==> src/rtl/serial_to_parallel_com_align.sv <==
// Serial-to-parallel RX deserialiser with COM-symbol byte alignment.
// Hunts bit-by-bit for COM, locks after BC_LOCK aligned COMs, then holds bytes.
module serial_to_parallel_com_align #(
  parameter logic [7:0] COM     = 8'hBC,
  parameter int         BC_LOCK = 4
) (
  input  logic       clk,
  input  logic       reset,
  input  logic       data_in,
  output logic [7:0] data_out,
  output logic       valid_out,
  output logic       active
);

  typedef enum logic [1:0] {
    SEARCH,
    ALIGN,
    LOCKED
  } state_t;

  localparam logic [3:0] LOCK_N = 4'(BC_LOCK);

  state_t     state;
  logic [7:0] sh;
  logic [7:0] sh_n;
  logic [2:0] cnt;
  logic [3:0] bc_cnt;
  logic       bnd;
  logic       is_com;

  assign sh_n   = {sh[6:0], data_in};
  assign bnd    = (cnt == 3'd7);
  assign is_com = (sh_n == COM);

  always_ff @(posedge clk) begin
    if (reset) begin
      state     <= SEARCH;
      sh        <= 8'h00;
      cnt       <= 3'd0;
      bc_cnt    <= 4'd0;
      data_out  <= 8'h00;
      valid_out <= 1'b0;
      active    <= 1'b0;
    end else begin
      sh <= sh_n;
      unique case (state)
        SEARCH: begin
          if (is_com) begin
            cnt    <= 3'd0;
            bc_cnt <= 4'd1;
            state  <= ALIGN;
          end
        end
        ALIGN: begin
          cnt <= cnt + 3'd1;
          if (bnd) begin
            if (is_com) begin
              bc_cnt <= bc_cnt + 4'd1;
              if (bc_cnt + 4'd1 == LOCK_N) begin
                state  <= LOCKED;
                active <= 1'b1;
              end
            end else begin
              // Misaligned byte: drop lock progress, hunt from next bit.
              bc_cnt <= 4'd0;
              state  <= SEARCH;
            end
          end
        end
        LOCKED: begin
          cnt <= cnt + 3'd1;
          if (bnd) begin
            data_out  <= sh_n;
            valid_out <= !is_com;
          end
        end
        default: state <= SEARCH;
      endcase
    end
  end

endmodule

==> config.mk <==
export PLATFORM = sky130hd
export DESIGN_NAME = serial_to_parallel_com_align
export DESIGN_NICKNAME = d
export VERILOG_FILES = /design/src/rtl/serial_to_parallel_com_align.sv
export SDC_FILE = /design/constraint.sdc
export NUM_CORES = 1
export LEC_CHECK = 0
export CORE_MARGIN = 2
export CORE_UTILIZATION = 45
export CTS_CLUSTER_SIZE = 12
export DETAILED_ROUTE_END_ITERATION = 6
export PLACE_DENSITY_LB_ADDON = 0.12
export RECOVER_POWER = 25
export SKIP_LAST_GASP = 1
export SLEW_MARGIN = 20
export SYNTH_ARGS = -nofsm -noshare
export SYNTH_HDL_FRONTEND = slang
export SYNTH_SLANG_ARGS = --single-unit
==> constraint.sdc <==
create_clock -name clk -period 2.5 [get_ports clk]
set_clock_uncertainty 0.15 [all_clocks]
set_input_delay 0.375 -clock clk [delete_from_list [all_inputs] [get_ports clk]]
set_output_delay 0.375 -clock clk [all_outputs]
set_load 0.005 [all_outputs]
Word-level counts from Yosys, hierarchy flattened:

Cells that the tools add are included.

* register bits after elaboration: 26
* latch bits: 0
* bits in writable memories: 0
* bits in read-only memories: 0
* bits of input ports: 3
* output and inout bits: 10
* word-level logic and storage cells: 39
* memories kept: 0

* $add $sub $neg: 2
* multiply operators: 0
* div/mod/pow operators: 0
* magnitude comparators: 0
* eq/ne operators: 8
* shifts and indexed selects: 0
* multiplexer cells: 11
* bitwise operators: 1
* reductions and logical operators: 10

Operator list (number)
* $mux 4: 3
* $eq 8x8->1 const B: 1
* $mux 2: 4
* $pmux 4 s2: 1
* $reduce_and 4->1: 2
* $pmux 2 s3: 1
* $pmux 3 s2: 1
* $add 4x1->4 const B: 1
* $eq 4x3->1 const B: 1
* $ne 2x2->1 const B: 2
* $reduce_and 2->1: 2
* $reduce_bool 2->1: 2
* $add 3x1->3 const B: 1
* $eq 3x3->1 const B: 1
* $mux 3: 1
* $ne 3x3->1 const B: 1
* $reduce_and 3->1: 1
* $eq 2x1->1 const B: 1
* $eq 2x2->1 const B: 1
* $logic_not 2->1: 1
* $reduce_or 2->1: 1
* $logic_not 1->1: 1
* $not 1->1: 1

Logic depth before layout (Yosys ltp):

Gate-level depths: netlist of the first run.

* depth in word-level cells: 6
* depth in mapped cells: 7
* gate-level depth less buffers: 7

Least setup slack after synthesis of the first run:

Ideal clock, no wire load.

* path type: flip-flop to flip-flop
* from: register sh[4]
* to: register state[1]
* setup time: 0.079 ns
* data arrival time: 1.585 ns
* required time: 2.271 ns
* setup slack: 0.686 ns
* stages on the path, launching flop included: 7
* buffers on the path: 1
* period minus slack after synthesis: 1.814 ns
* cell sequence: dfxtp_1 -> nand4_1 -> or4_4 -> buf_6 -> a211oi_4 -> a21oi_1 -> a211oi_2

* cells in the longest elaborated chain, start to end: 4
* elaborated cells on any way between the ends: 7
* classes of those cells: eq/ne (3); mux (3); reduce/logical (1)

Ends and longest elaborated chain
* start, declared: line 24 `logic [7:0] sh;`
* start signal, assigned: line 45 `sh <= sh_n;`
* $eq 8x8->1 *: line 33 `assign is_com = (sh_n == COM);`
* $mux 2: line 57 `if (is_com) begin`
* $mux 2: line 56 `if (bnd) begin`
* $pmux 2 s3: line 46 `unique case (state)`
* end signal, assigned: line 37 `state <= SEARCH;`
* end signal, assigned: line 51 `state <= ALIGN;`
* end signal, assigned: line 60 `state <= LOCKED;`
* end, declared: line 23 `state_t state;`

Every way passes the cells marked *; elsewhere a longest branch is shown, timed or not. The select of a mux whose other input is x is not followed.
A chain may end at the register's enable or synchronous reset.

Final worst setup path of the first run:

* from: register bc_cnt[0]
* to: register state[1]

* cells in the longest elaborated chain, start to end: 4

Ends and longest elaborated chain
* start, declared: line 27 `logic [3:0] bc_cnt;`
* start signal, assigned: line 58 `bc_cnt <= bc_cnt + 4'd1;`
* $add 4x1->4: line 59 `if (bc_cnt + 4'd1 == LOCK_N) begin`
* $eq 4x3->1: line 59
* $ne 3x3->1 (no source line)
* $reduce_and 4->1 (no source line)
* end signal, assigned: line 60
* end signal, assigned: line 66 `state <= SEARCH;`
* end signal, assigned: line 77 `default: state <= SEARCH;`

Every way passes these cells.

==> results.sh, run 1 <==
export IMPL_cp_start_kind="register"
export IMPL_io_pins=13
export IMPL_holdWs_ns=0.314
export IMPL_ir_drop_mv=0.276
export IMPL_critPathKind="reg2reg"
export IMPL_cts_resized=0
export IMPL_htreeDepth=1
export IMPL_drtAntennaViolNets=0
export IMPL_firstDrtPassIters=4
export IMPL_cp_end_kind="register"
export IMPL_ctsHoldBuffers=0
export IMPL_max_freq_mhz=492
export IMPL_cts_setup_buffers=0
export IMPL_grt_max_degree=17
export IMPL_clk_pin_slew_ns=0.15
export IMPL_syn_area_um2=1160
export IMPL_diodes=0
export IMPL_synth_warning_count=0
export IMPL_min_path_type="reg2reg"
export IMPL_vias=895
export IMPL_syn_num_nets=144
export IMPL_ys_seq_area_share_pct=44.9
export IMPL_cts_sinks=26
export IMPL_cellLeakagePower_nw=0.465
export IMPL_finalHoldViolations=0
export IMPL_power_density_nw_per_um2=540
export IMPL_via_per_inst=5.11
export IMPL_io_buffer_count=12
export IMPL_rsz0062_at_grt="false"
export IMPL_synth_seq_cells=26
export IMPL_max_cap_violations=0
export IMPL_min_path_cells=2
export IMPL_multi_input_area_um2=597
export IMPL_worstPathMaxFanout=7
export IMPL_routed_wl_um=2090
export IMPL_start_util_pct=47.2
export IMPL_tritoncts="done"
export IMPL_clk_latency_ns=0.32
export IMPL_track_usage_pct=16.1
export IMPL_relSlewSlack_pct=56.8
export IMPL_grt_pass1_wl_um=3510
export IMPL_coreArea_um2=2450
export IMPL_tns_ns=0
export IMPL_finalSetupViolCount=0
export IMPL_die_w_um=54.7
export IMPL_cts_root_buf="clkbuf_4"
export IMPL_syn_avg_cell_area_um2=8.71
export IMPL_drc=0
export IMPL_antenna_found_initial=0
export IMPL_status="finished clean"
export IMPL_wl_per_cell_um=11.9
export IMPL_finalCriticalPeriod_ns=2.03
export IMPL_die_h_um=54.7
export IMPL_grt_pass1_vias=800
export IMPL_area_growth_syn_to_layout_pct=16.5
export IMPL_gp_congestion=0.732
export IMPL_cts_buffers=3
export IMPL_yosysUniqueCellTypes=31
export IMPL_final_cell_mix="27 x nand2_1, 26 x dfxtp_1, 15 x a21oi_1, 11 x clkdlybuf4s50_1, 10 x nor2b_1"
export IMPL_worstMarginPinSlew_ns=0.648
export IMPL_final_nets=157
export IMPL_drv_slew=0
export IMPL_arrival_ns=2.13
export IMPL_worstPathRequired_ns=2.60
export IMPL_grt_overflow=0
export IMPL_r2r_cells=6
export IMPL_die_area_um2=3000
export IMPL_cts_buffer_depth=2
export IMPL_first_iter_violations=12
export IMPL_final_common_cell="nand2_1"
export IMPL_fin_crit_sh_pct=81.4
export IMPL_regArea_um2=520
export IMPL_drive_gt1_share_pct=5.52
export IMPL_dp_hpwl_um=1520
export IMPL_fill_cells=230
export IMPL_fp_row_count=18
export IMPL_syn_inst=133
## layer usage
metal	track usage (%)	vias up	wire length [um]
met4	5.00	0	13
met2	25.2	7	910
met5	0	-	0
li1	-	481	-
met1	22.5	405	1120
met3	2.46	2	51
## sequential cells by signal (all words and copies together), names as in the netlist
register,count
data_out,8
sh,7
bc_cnt,4
cnt,3
state,2
active,1
valid_out,1
## power by group
group,internal (mW),leakage (nW),switching [mW]
Combinational,0.00699,0.227,0.00936
Sequential,0.419,0.210,0.00478
Clock,0.162,0.0279,0.127
Total,0.588,0.465,0.141
## worst paths after layout
| check | slack (ns) | endpoint | start |
|---|---|---|---|
| max reg2reg | 0.47 | state[1] | bc_cnt[0] |
| max | 0.47 | state[1] | bc_cnt[0] |
| min reg2reg | 0.31 | data_out[1] | data_out[1] |
| min | 0.31 | data_out[1] | data_out[1] |
## synth_stat cells
cell      number  area share, %
nand2_1       27            8.7
dfxtp_1       26             45
a21oi_1       15            6.5
nor2b_1       10            5.4
ha_1           8            8.6
nor2_1         7            2.3
clkbuf_1       5            1.6
nand2b_1       4            2.2
nand3_1        4            1.7
inv_1          3           0.97
a211oi_1       2            1.3
nand3b_1       2            1.3
nand4_1        2            1.1
a211oi_2       1            1.1
a211oi_4       1            1.7
a21o_1         1           0.65
a311oi_1       1           0.76
a31oi_1        1           0.54
a32oi_1        1           0.76
a41oi_1        1           0.76
and2_1         1           0.54
buf_6          1           0.97
mux2i_1        1           0.86
nor3_1         1           0.43
nor4_1         1           0.54
o211ai_1       1           0.65
o21ai_0        1           0.43
o21ai_1        1           0.43
o32ai_1        1           0.76
or3_1          1           0.54
or4_4          1           0.97
## through the flow
stage	power (mW)	area, um^2	instances	utilization [%]	setup slack (ns)
6_report	0.729	1350	175	55.0	0.466
2_1_floorplan	0.442	1160	133	-	0.686
4_1_cts	0.737	1350	175	55.1	0.468
3_3_place_gp	0.450	1300	171	53.0	0.229
3_5_place_dp	0.450	1300	171	53.0	0.177
5_1_grt	0.753	1350	175	55.0	0.356
## critical path, cell delays in order, from the launching register on
cell and delay, ns:
dfxtp_1 0.47, ha_1 0.26, nor2b_1 0.20, a21oi_1 0.06, o32ai_1 0.46, a21oi_1 0.16, a211oi_2 0.20
## layout make-up
class                   count  area share (%)
inverters                   3           0.834
multi-input cells          98            44.2
well taps                  30            2.78
repair buffers             14            9.73
flip-flops and latches     26            38.6
clock inverters             1            2.22
clock buffers               3            1.67
## cell families (layout without fill, tap and decap cells)
logic type | after synthesis | in the layout | share of synthesized area [%]
AO/OA/AOI/OAI | 28 | 28 | 16.3
AND/OR/NAND/NOR | 61 | 61 | 25.7
adder cells (fa/ha/maj) | 8 | 8 | 8.64
flip-flops | 26 | 26 | 44.9
multiplexers | 1 | 1 | 0.864
buffers and inverters | 9 | 21 | 3.56
No activity file was read; power rests on OpenSTA's default activity.
==> run 2: changes to the inputs <==
clock period = 1.9 ns   (was 2.5 ns; I/O delays follow)
==> run 2 against run 1 <==
Net effect:
- combinational power is 100% higher
- critical path depth fell by 1
- largest cell class unchanged
- first-iteration DRC count unchanged
- critical endpoint is now state[0]
- clock power up 35%
- final area increased by 8.7%
- global-route usage grew 1.9 points
- sequential power is 31% higher
- utilization increased by 4.8 points
==> results.sh, run 2 (same netlist as run 1, synthesis figures left out) <==
export IMPL_cp_slowest_stage_delay_ns=0.58
export IMPL_power_density_nw_per_um2=665
export IMPL_cts_buffers=3
export IMPL_drc=0
export IMPL_start_util_pct=47.2
export IMPL_crit_slowest_cell="or4_4"
export IMPL_worstPathMaxFanout=8
export IMPL_routed_wl_um=2330
export IMPL_drtAntennaViolNets=0
export IMPL_ir_drop_mv=0.537
export IMPL_diodes=0
export IMPL_reg2reg_setup_slack_ns=0.01
export IMPL_die_area_um2=3000
export IMPL_die_h_um=54.7
export IMPL_top_register="data_out"
export IMPL_largest_reg_flops=8
export IMPL_antenna_found_initial=0
export IMPL_final_cell_mix="27 x nand2_1, 22 x dfxtp_1, 15 x buf_4, 13 x a21oi_1"
export IMPL_clk_latency_ns=0.33
export IMPL_grt_overflow=0
export IMPL_tritoncts="done"
export IMPL_vias=957
export IMPL_htreeDepth=1
export IMPL_switching_share_pct=20.1
export IMPL_drive_gt1_share_pct=17.6
export IMPL_fin_util_pct=59.8
export IMPL_path_delay_family="simple AND/OR/NAND/NOR gates"
export IMPL_cts_sinks=26
export IMPL_finalHoldViolations=0
export IMPL_clk_pin_slew_ns=0.15
export IMPL_final_common_cell="nand2_1"
export IMPL_rsz0062_at_grt="true"
export IMPL_track_usage_pct=18.0
export IMPL_first_iter_violations=12
export IMPL_drt_met1_wl_um=1160
export IMPL_area_growth_syn_to_layout_pct=26.7
export IMPL_cts_buffer_depth=2
export IMPL_wl_per_cell_um=12.3
export IMPL_grt_pass1_vias=852
export IMPL_io_pins=13
export IMPL_worstMarginPinSlew_ns=0.724
export IMPL_max_cap_violations=0
export IMPL_path_cells="nand4_1, or4_4, a211oi_4, o21ai_1, mux2i_1"
export IMPL_min_path_type="reg2reg"
export IMPL_finalSetupViolCount=0
export IMPL_fp_row_count=18
export IMPL_final_nets=171
export IMPL_dp_hpwl_um=1700
export IMPL_gp_congestion=0.823
export IMPL_cp_end_kind="register"
export IMPL_p_comb_share_pct=3.4
export IMPL_cellLeakagePower_nw=0.545
export IMPL_cp_start_kind="register"
export IMPL_max_freq_mhz=530
export IMPL_top_layer="met4"
export IMPL_met3_length_um=53
export IMPL_holdWs_ns=0.313
export IMPL_arrival_ns=1.97
export IMPL_drv_slew=0
export IMPL_grt_pass1_wl_um=3850
export IMPL_p_seq_share_pct=56.9
export IMPL_firstDrtPassIters=4
export IMPL_critPathKind="reg2reg"
export IMPL_p_int_mw=0.780
export IMPL_routed_wl_met2_um=1080
export IMPL_via_per_inst=5.06
export IMPL_ctsHoldBuffers=0
export IMPL_finalCriticalPeriod_ns=1.89
export IMPL_fin_crit_sh_pct=99.3
export IMPL_cts_root_buf="clkbuf_4"
export IMPL_power_share_clock_pct=39.8
export IMPL_total_power_mw=0.976
export IMPL_die_w_um=54.7
export IMPL_largestRegisters="data_out: 8 flops, sh: 7 flops, bc_cnt: 4 flops"
export IMPL_critPathBufInv=0
export IMPL_relSlewSlack_pct=51.7
export IMPL_io_buffer_count=12
export IMPL_p_sw_mw=0.196
export IMPL_status="finished clean"
export IMPL_worstPathRequired_ns=1.98
export IMPL_fill_cells=227
export IMPL_grt_max_degree=18
export IMPL_coreArea_um2=2450
run 2: tightest hold or removal path, stage by stage, from the launching register on:
cell	delay [ns]
dfxtp_1	0.34
nand2_1	0.05
a21oi_1	0.05
run 2: metal layers:
layer / vias up / track usage (%)
met5: - / 0
met4: 0 / 8.75
met3: 5 / 2.46
met2: 12 / 27.8
met1: 430 / 24.5
li1: 510 / -
run 2: repair_timing:
action	4_1_cts	5_1_grt
setup endpoints to repair	2	7
resized for setup	0	6
pin swaps	2	3
buffers inserted	0	4
run 2: metrics by stage:
stage          area (um^2)  worst slack [ns]  std cells  setup TNS, ns
3_3_place_gp          1380            -0.231        181          -1.51
4_1_cts               1430            0.0294        185              0
6_report              1470            0.0128        189              0
3_5_place_dp          1380            -0.283        181          -1.64
5_1_grt               1470           -0.0283        189        -0.0964
2_1_floorplan         1160            0.0856        133              0
run 2: worst paths after layout:
kind | from | to | depth (start not counted)
min | cnt[2] | cnt[2] | 2
max reg2reg | sh[3] | state[0] | 5
min reg2reg | cnt[2] | cnt[2] | 2
max | sh[3] | state[0] | 5
run 2: power groups by stage:
stage / Combinational [mW] / Sequential (mW) / Clock [mW]
6_report: 0.0328 / 0.555 / 0.389
5_1_grt: 0.0363 / 0.556 / 0.419
4_1_cts: 0.0317 / 0.555 / 0.399
3_5_place_dp: 0.0318 / 0.566 / 0
3_3_place_gp: 0.0314 / 0.567 / 0
2_1_floorplan: 0.0148 / 0.567 / 0
run 2: layout make-up:
| class | instances | area (um^2) | share of cell area (%) |
|---|---|---|---|
| Clock buffer | 3 | 22.5 | 1.53 |
| Clock inverter | 1 | 30.0 | 2.05 |
| Inverter | 3 | 11.3 | 0.767 |
| Multi-Input combinational cell | 98 | 604 | 41.2 |
| Sequential cell | 26 | 526 | 35.8 |
| Tap cell | 30 | 37.5 | 2.56 |
| Timing Repair Buffer | 28 | 236 | 16.1 |
==> run 3: changes to the inputs <==
==> constraint.sdc (replaced) <==
create_clock -name clk -period 1.9 [get_ports clk]
set_clock_uncertainty 0.15 [all_clocks]
set_input_delay 0.19 -clock clk [delete_from_list [all_inputs] [get_ports clk]]
set_output_delay 0.19 -clock clk [all_outputs]
set_load 0.005 [all_outputs]
==> run 3 against run 2 <==
Net effect:
- final area shrank 3.0%
- setup slack gained 0.027 ns
- utilization shrank 1.8 points
- critical path type unchanged
- combinational power shrank 6%
- highest routed layer unchanged
- non-clock buffer count shrank 5
- clock-buffer cell count is the same
- critical endpoint is now state[1]
- sequential power is essentially flat
- critical path depth is the same
- final cell count shrank 2.6%
- global-route usage grew 0.22 points
- largest power group unchanged
==> results.sh, run 3 (same netlist as run 1, synthesis figures left out) <==
export IMPL_status="finished clean"
export IMPL_p_sw_mw=0.198
export IMPL_worstPathMaxFanout=8
export IMPL_stdcell_count=184
export IMPL_max_freq_mhz=538
export IMPL_hp_start="data_out[4]"
export IMPL_cts_buffer_depth=2
export IMPL_drv_slew=0
export IMPL_largestRegisters="data_out: 8 flops, sh: 7 flops, bc_cnt: 4 flops"
export IMPL_min_path_cells=2
export IMPL_switching_share_pct=20.3
export IMPL_fin_crit_sh_pct=97.9
export IMPL_r2r_end="state[1]"
export IMPL_r2r_cells=5
export IMPL_antenna_found_initial=0
export IMPL_fill_cells=235
export IMPL_tns_ns=0
export IMPL_p_int_mw=0.779
export IMPL_finalSetupViolCount=0
export IMPL_grt_max_degree=20
export IMPL_coreArea_um2=2450
export IMPL_die_h_um=54.7
export IMPL_final_nets=166
export IMPL_clk_latency_ns=0.34
export IMPL_cts_sinks=26
export IMPL_io_buffer_count=12
export IMPL_ctsHoldBuffers=0
export IMPL_min_path_type="reg2reg"
export IMPL_tritoncts="done"
export IMPL_met3_length_um=45
export IMPL_clk_pin_slew_ns=0.15
export IMPL_cts_root_buf="clkbuf_4"
export IMPL_reg2reg_setup_slack_ns=0.04
export IMPL_finalCriticalPeriod_ns=1.86
export IMPL_power_share_clock_pct=40.1
export IMPL_routed_wl_um=2360
export IMPL_grt_pass1_vias=840
export IMPL_gp_congestion=0.775
export IMPL_cts_buffers=3
export IMPL_power_density_nw_per_um2=686
export IMPL_final_common_cell="nand2_1"
export IMPL_routed_wl_met2_um=1050
export IMPL_total_power_mw=0.977
export IMPL_drc=0
export IMPL_first_iter_violations=13
export IMPL_ir_drop_mv=0.507
export IMPL_io_pins=13
export IMPL_top_register="data_out"
export IMPL_die_w_um=54.7
export IMPL_track_usage_pct=18.2
export IMPL_final_cell_mix="27 x nand2_1, 26 x dfxtp_1, 15 x a21oi_1, 12 x clkdlybuf4s50_1, 11 x buf_4"
export IMPL_top_layer="met4"
export IMPL_fp_row_count=18
export IMPL_grt_pass1_wl_um=3840
export IMPL_area_growth_syn_to_layout_pct=22.9
export IMPL_arrival_ns=1.98
export IMPL_dp_hpwl_um=1680
export IMPL_p_comb_share_pct=3.2
export IMPL_post_place_cells=179
export IMPL_via_per_inst=5.04
export IMPL_critPathKind="reg2reg"
export IMPL_cp_end_kind="register"
export IMPL_max_cap_violations=0
export IMPL_drive_gt1_share_pct=12.3
export IMPL_hold_end="data_out[4]"
export IMPL_relSlewSlack_pct=72.2
export IMPL_start_util_pct=47.2
export IMPL_grt_overflow=0
export IMPL_die_area_um2=3000
export IMPL_holdWs_ns=0.314
export IMPL_drtAntennaViolNets=0
export IMPL_r2r_start="sh[5]"
export IMPL_worstMarginPinSlew_ns=0.417
export IMPL_vias=927
export IMPL_p_seq_share_pct=56.8
export IMPL_largest_reg_flops=8
export IMPL_drt_met1_wl_um=1240
export IMPL_cellLeakagePower_nw=0.515
export IMPL_cp_start_kind="register"
export IMPL_wl_per_cell_um=12.8
export IMPL_finalHoldViolations=0
export IMPL_firstDrtPassIters=4
export IMPL_rsz0062_at_grt="true"
export IMPL_htreeDepth=1
export IMPL_worstPathRequired_ns=2.02
export IMPL_diodes=0
==> run 3: changes by cell type in the layout (fill, tap and decap cells not counted) <==
cell / change
dlygate4sd3_1: -2
a21oi_2: -2
a21oi_1: +2
nor2b_1: -1
dfxtp_2: -4
clkbuf_1: -1
dfxtp_1: +4
clkdlybuf4s50_1: +2
buf_4: -4
nor2b_2: +1
==> run 3: worst max-delay path by stage <==
stage | from | slack (ns) | end
4_1_cts | sh[5] | 0.02 | state[1]
5_1_grt | sh[5] | -0.05 | cnt[1]
3_3_place_gp | data_in | -0.14 | state[1]
3_5_place_dp | data_in | -0.17 | state[1]
6_report | sh[5] | 0.04 | state[1]
2_1_floorplan | sh[4] | 0.09 | state[1]
==> run 3: timing repair <==
action                                  CTS  global route
buffers inserted                          0             1
endpoints found under the setup margin    2             7
gates resized for setup                   0             1
pin swaps                                 2             0
endpoints found under the hold margin     0             0
==> run 3: per-layer routing <==
layer	vias up	track usage, %
li1	498	-
met1	418	25.5
met2	9	27.4
met3	2	4.10
met4	0	6.25
met5	-	0
==> run 3: power by group through the flow <==
stage	clock network [mW]	logic [mW]	registers (mW)
3_5_place_dp	0	0.0313	0.566
6_report	0.391	0.0309	0.554
4_1_cts	0.397	0.0311	0.554
2_1_floorplan	0	0.0148	0.567
5_1_grt	0.428	0.0345	0.556
3_3_place_gp	0	0.0302	0.566
==> run 3: per-stage QoR <==
step	worst slack [ns]	util (%)	cell area [um^2]
2_1_floorplan	0.0856	-	1160
3_3_place_gp	-0.144	55.5	1360
3_5_place_dp	-0.173	55.5	1360
4_1_cts	0.0160	57.6	1410
5_1_grt	-0.0544	58.0	1420
6_report	0.0397	58.0	1420
==> run 3: layout make-up <==
cell class              instances  area [um^2]  area share [%]
multi-input cells              98          599            42.1
repair buffers                 23          203            14.2
clock inverters                 1         30.0            2.11
flip-flops and latches         26          520            36.6
clock buffers                   3         22.5            1.58
well taps                      30         37.5            2.64
inverters                       3         11.3           0.791
==> run 3: worst max-delay path, cell delays in order, from the launching register on <==
cell	delay, ns
dfxtp_1	0.35
nand2b_1	0.16
or4_4	0.56
a211oi_4	0.27
a21oi_1	0.12
a211oi_2	0.19
==> patch 1, RTL diff (settings of run 1) <==
Re-encode `state_t` (3 states) as one-hot, 3 bits wide.
--- a/src/rtl/serial_to_parallel_com_align.sv
+++ b/src/rtl/serial_to_parallel_com_align.sv
@@ -13,8 +13,8 @@
 );
 
-  typedef enum logic [1:0] {
-    SEARCH,
-    ALIGN,
-    LOCKED
+  typedef enum logic [2:0] {
+    SEARCH = 3'b001,
+    ALIGN  = 3'b010,
+    LOCKED = 3'b100
   } state_t;
 
Function: same outputs for any inputs over 10 cycles, from zero or initial values and one cycle with reset high; not proved beyond that.
==> patch 1 against run 1 <==
Routed wire length rose by 3.2%. Hold slack lost 0.0025 ns. Power decreased by 13%. Count of clock-buffer cells in the layout unchanged. Design area fell by 2.7%. Maximum frequency grew 1.1%. Worst setup slack better by 0.023 ns. Area after synthesis fell by 1.2%. Non-clock buffer count unchanged. Sequential cell count grew 1. First-iteration DRC count fell by 8.3%. Via count rose by 7.8%. Sequential share of layout area up 2.6 points. Synthesized cell count fell by 2.3%. Critical path type is now in2reg.
==> patch 1: results (changes against run 1) <==
Clock buffer depth: 2 (unchanged)
First-pass GRT wire length: 3550 um (was 3510 um)
Final HPWL DP: 1600 um (was 1520 um)
Ys flop type: dfxtp_1 (unchanged)
GR Util All Layers: 16.4% (was 16.1%)
Total CTS buffers: 3 (unchanged)
H-tree lvl count: 1 (unchanged)
Fillers: 229 (was 230)
Input/output buffers: 12 (unchanged)
CTS Root Cell: clkbuf_4 (unchanged)
Synth cell count leaders: dfxtp_1, nand2_1, a21oi_1 (was nand2_1, dfxtp_1, a21oi_1)
Drt wl/cell: 12.5 um (was 11.9 um)
Detailed Route Iter0 Violations: 11 (was 12)
Leakage: 0.427 nW (was 0.465 nW)
WL final: 2160 um (was 2090 um)
Final net count: 151 (was 157)
Final Wtd Congestion: 0.752 (was 0.732)
Maximum vdd ir drop: 0.442 mV (was 0.276 mV)
Pins over their slew limit: 0 (unchanged)
PwrDens: 484 nW/um^2 (was 540 nW/um^2)
CTS resizes: 0 (unchanged)
Antenna fix cells: 0 (unchanged)
Placed cells: 169 (was 171)
CP top delay family: simple AND/OR/NAND/NOR gates (was compound AO/OA/AOI/OAI gates)
1st-pass router iterations: 4 (unchanged)
Crit path largest cell delay: 0.55 ns (was 0.47 ns)
YS warnings: 0 (unchanged)
Dpl cell area: 1290 sq um (was 1300 sq um)
Maximum fanout along the worst path: 7 (unchanged)
Register area share after synthesis: 47.2% (was 44.9%)
Max cap viols: 0 (unchanged)
Via/cell ratio: 5.58 (was 5.11)
Initial antenna violation count: 0 (unchanged)
Crit path max-delay cell type: or4b_4 (was dfxtp_1)
Row cnt: 18 (unchanged)
Largest net degree at the start of global routing: 18 (was 17)
Largest regs: data_out x8, sh x7, bc_cnt x4 (unchanged)
Clk_lat worst skew: 0.33 ns
Share of cells above drive strength 1: 4.90% (was 5.52%)
Setup Buffers After CTS: 0 (unchanged)
Synthesized area per cell: 8.81 sq um (was 8.71 sq um)
Number of global-route vias before repair: 825 (was 800)
Worst min path class: reg2reg (unchanged)
Clock slew at reported path FFs: 0.15 ns (about the same)
Slew margin rel.: 52.5% (was 56.8%)
Worst EP arrival: 2.06 ns (was 2.13 ns)
Synth unique cells: 35 (was 31)
Run status: finished clean (unchanged)
Synth top area cells: dfxtp_1, nand2_1, a21oi_1 (was dfxtp_1, nand2_1, ha_1)
Ys async rst share: 0% (unchanged)
Post-synthesis net count: 137 (was 144)
## patch 1: logic make-up (layout without fill, tap and decap cells)
group                      after synthesis  count (layout)  synth area share (%)
adders and majority gates                4               4                  4.37
buffers and inverters                    6              19                  2.73
AOI/OAI and AO/OA                       30              30                  15.5
muxes                                    1               1                 0.874
DFF                                     27              27                  47.2
and+or+nand+nor                         62              62                  29.3
## patch 1: routing by layer
metal  wire length (um)  share of wire, %  global-route usage, %  vias up
li1                   -                 -                      -      490
met2               1090                50                   28.3       10
met1               1010                47                   20.5      463
met5                  0                 0                      0        -
met4                 16              0.74                   5.00        0
met3                 41               1.9                   3.28        2
## patch 1: metrics by stage
stage	hold WS [ns]	setup WS [ns]	power [mW]
final	0.312	0.488	0.636
after global routing	0.342	0.389	0.658
after CTS	0.316	0.522	0.642
after detailed placement	0.296	0.160	0.457
after global placement	0.297	0.199	0.457
after floorplan	0.277	0.681	0.451
## patch 1: path summary, 6_finish.rpt
check,from,depth (start not counted),endpoint,slack [ns]
max,data_in,5,bc_cnt[2],0.49
min,data_out[4],2,data_out[4],0.31
max reg2reg,sh[5],4,bc_cnt[2],0.62
min reg2reg,data_out[4],2,data_out[4],0.31
## patch 1: layout make-up
cell class / instances / area share [%]
Clock buffer: 3 / 1.71
Multi-Input combinational cell: 97 / 43.6
Clock inverter: 1 / 0.381
Inverter: 1 / 0.286
Sequential cell: 27 / 41.1
Timing Repair Buffer: 14 / 10.0
Tap cell: 30 / 2.86
## patch 1: report_power, final
part	switching (mW)	total [mW]	leakage (nW)	internal (mW)
logic	0.00738	0.0118	0.191	0.00446
registers	0.00177	0.435	0.218	0.433
clock network	0.129	0.190	0.0177	0.0601
total	0.139	0.636	0.427	0.497
==> patch 2, RTL diff (flow settings as in run 1) <==
Without the edit above. Set the parameter `COM` to 8'h80 (it was 8'hBC).
--- a/src/rtl/serial_to_parallel_com_align.sv
+++ b/src/rtl/serial_to_parallel_com_align.sv
@@ -2,5 +2,5 @@
 // Hunts bit-by-bit for COM, locks after BC_LOCK aligned COMs, then holds bytes.
 module serial_to_parallel_com_align #(
-  parameter logic [7:0] COM     = 8'hBC,
+  parameter logic [7:0] COM     = 8'h80,
   parameter int         BC_LOCK = 4
 ) (
Formal check against the unedited RTL: no difference found for any inputs over 10 cycles, from zero or initial values and one cycle with reset high; that may be too few to reach the edited logic, so the function may still have changed.
==> patch 2 against run 1 <==
Synthesized cell count stayed put. Final cell count fell by 0.57%. Routed wire length grew 6.9%. Area after synthesis is 1.7% higher. Non-clock buffer count down 1. Worst setup slack improved by 0.0025 ns. Design area up 1.4%. Sequential share of layout area decreased by 0.53 points. Sequential cell count stayed put. Critical endpoint unchanged.
Power is not compared: it rests on default switching activity, and its combinational part moved more than twofold at a synthesized area within 25%.
==> patch 2: results (changes against run 1) <==
First-pass GRT wire length: 3620 um (was 3510 um)
Run status: finished clean (unchanged)
Drt wl/cell: 12.8 um (was 11.9 um)
Adder-cell share of the synthesized area: 8.49% (was 8.64%)
Post-synthesis compound-gate area fraction: 16.3% (about the same)
Multiplexer share of the synthesized area: 0.849% (was 0.864%)
Synth unique cells: 30 (was 31)
Detailed Route Iter0 Violations: 20 (was 12)
Hold Worst Slack: 0.316 ns (was 0.314 ns)
GR Util All Layers: 16.8% (was 16.1%)
Via/cell ratio: 5.22 (was 5.11)
Crit path largest cell delay: 0.50 ns (was 0.47 ns)
Maximum fanout along the worst path: 7 (unchanged)
Crit path from: bc_cnt[0] (unchanged)
Final net count: 156 (was 157)
Total number of vias: 909 (was 895)
Final Wtd Congestion: 0.755 (was 0.732)
Worst-Margin Slew: 0.623 ns (was 0.648 ns)
Largest net degree at the start of global routing: 16 (was 17)
Register area share after synthesis: 44.2% (was 44.9%)
Synth cell count leaders: dfxtp_1, nand2_1, a21oi_1 (was nand2_1, dfxtp_1, a21oi_1)
CTS Root Cell: clkbuf_4 (unchanged)
CP top delay family: compound AO/OA/AOI/OAI gates (unchanged)
Synth top area cells: dfxtp_1, ha_1, nand2_1 (was dfxtp_1, nand2_1, ha_1)
Placed cells: 170 (was 171)
Number of global-route vias before repair: 821 (was 800)
Share of cells above drive strength 1: 6.25% (was 5.52%)
-- patch 2: report_power, final --
group          switching, mW  internal, mW
Clock                  0.129         0.162
Sequential           0.00619         0.419
Combinational         0.0228        0.0166
-- patch 2: worst min path at each step --
stage	to	startpoint	depth (start not counted)
finish	cnt[1]	cnt[1]	2
global route	cnt[1]	cnt[1]	2
CTS	cnt[1]	cnt[1]	2
detailed placement	data_out[6]	data_out[6]	2
global placement	data_out[1]	data_out[1]	2
floorplan	data_out[7]	sh[6]	2
-- patch 2: logic make-up (layout without fill, tap and decap cells) --
logic type	count (synthesis)	in the layout
adder cells (fa/ha/maj)	8	8
buffers and inverters	9	20
multiplexers	1	1
AND/OR/NAND/NOR	60	60
AO/OA/AOI/OAI	29	29
flip-flops	26	26
-- patch 2: worst min-delay path, cell delays in order (launching register included) --
cell	delay, ns
dfxtp_1	0.34
nand2_1	0.05
a21oi_1	0.05
-- patch 2: per-stage QoR --
| step | worst slack [ns] | util (%) | cell area, sq um |
|---|---|---|---|
| detailed placement | 0.260 | 53.3 | 1320 |
| CTS | 0.474 | 55.4 | 1370 |
| floorplan | 0.816 | - | 1180 |
| global placement | 0.345 | 53.3 | 1320 |
| finish | 0.468 | 55.3 | 1370 |
| global route | 0.284 | 55.3 | 1370 |
-- patch 2: routing by layer --
layer	global-route usage [%]	up-vias	part of all wire, %
li1	-	477	-
met2	26.8	16	47
met3	3.23	2	3.8
met1	22.4	414	49
met4	6.50	0	0.58
met5	0	-	0
-- patch 2: cell type report --
| type | instances | area [sq um] |
|---|---|---|
| Fill cell | 249 | 1110 |
| Multi-Input combinational cell | 98 | 623 |
| Sequential cell | 26 | 520 |
| Timing Repair Buffer | 13 | 124 |
| Tap cell | 30 | 37.5 |
| Clock inverter | 1 | 30.0 |
| Clock buffer | 3 | 22.5 |
| Inverter | 3 | 11.3 |
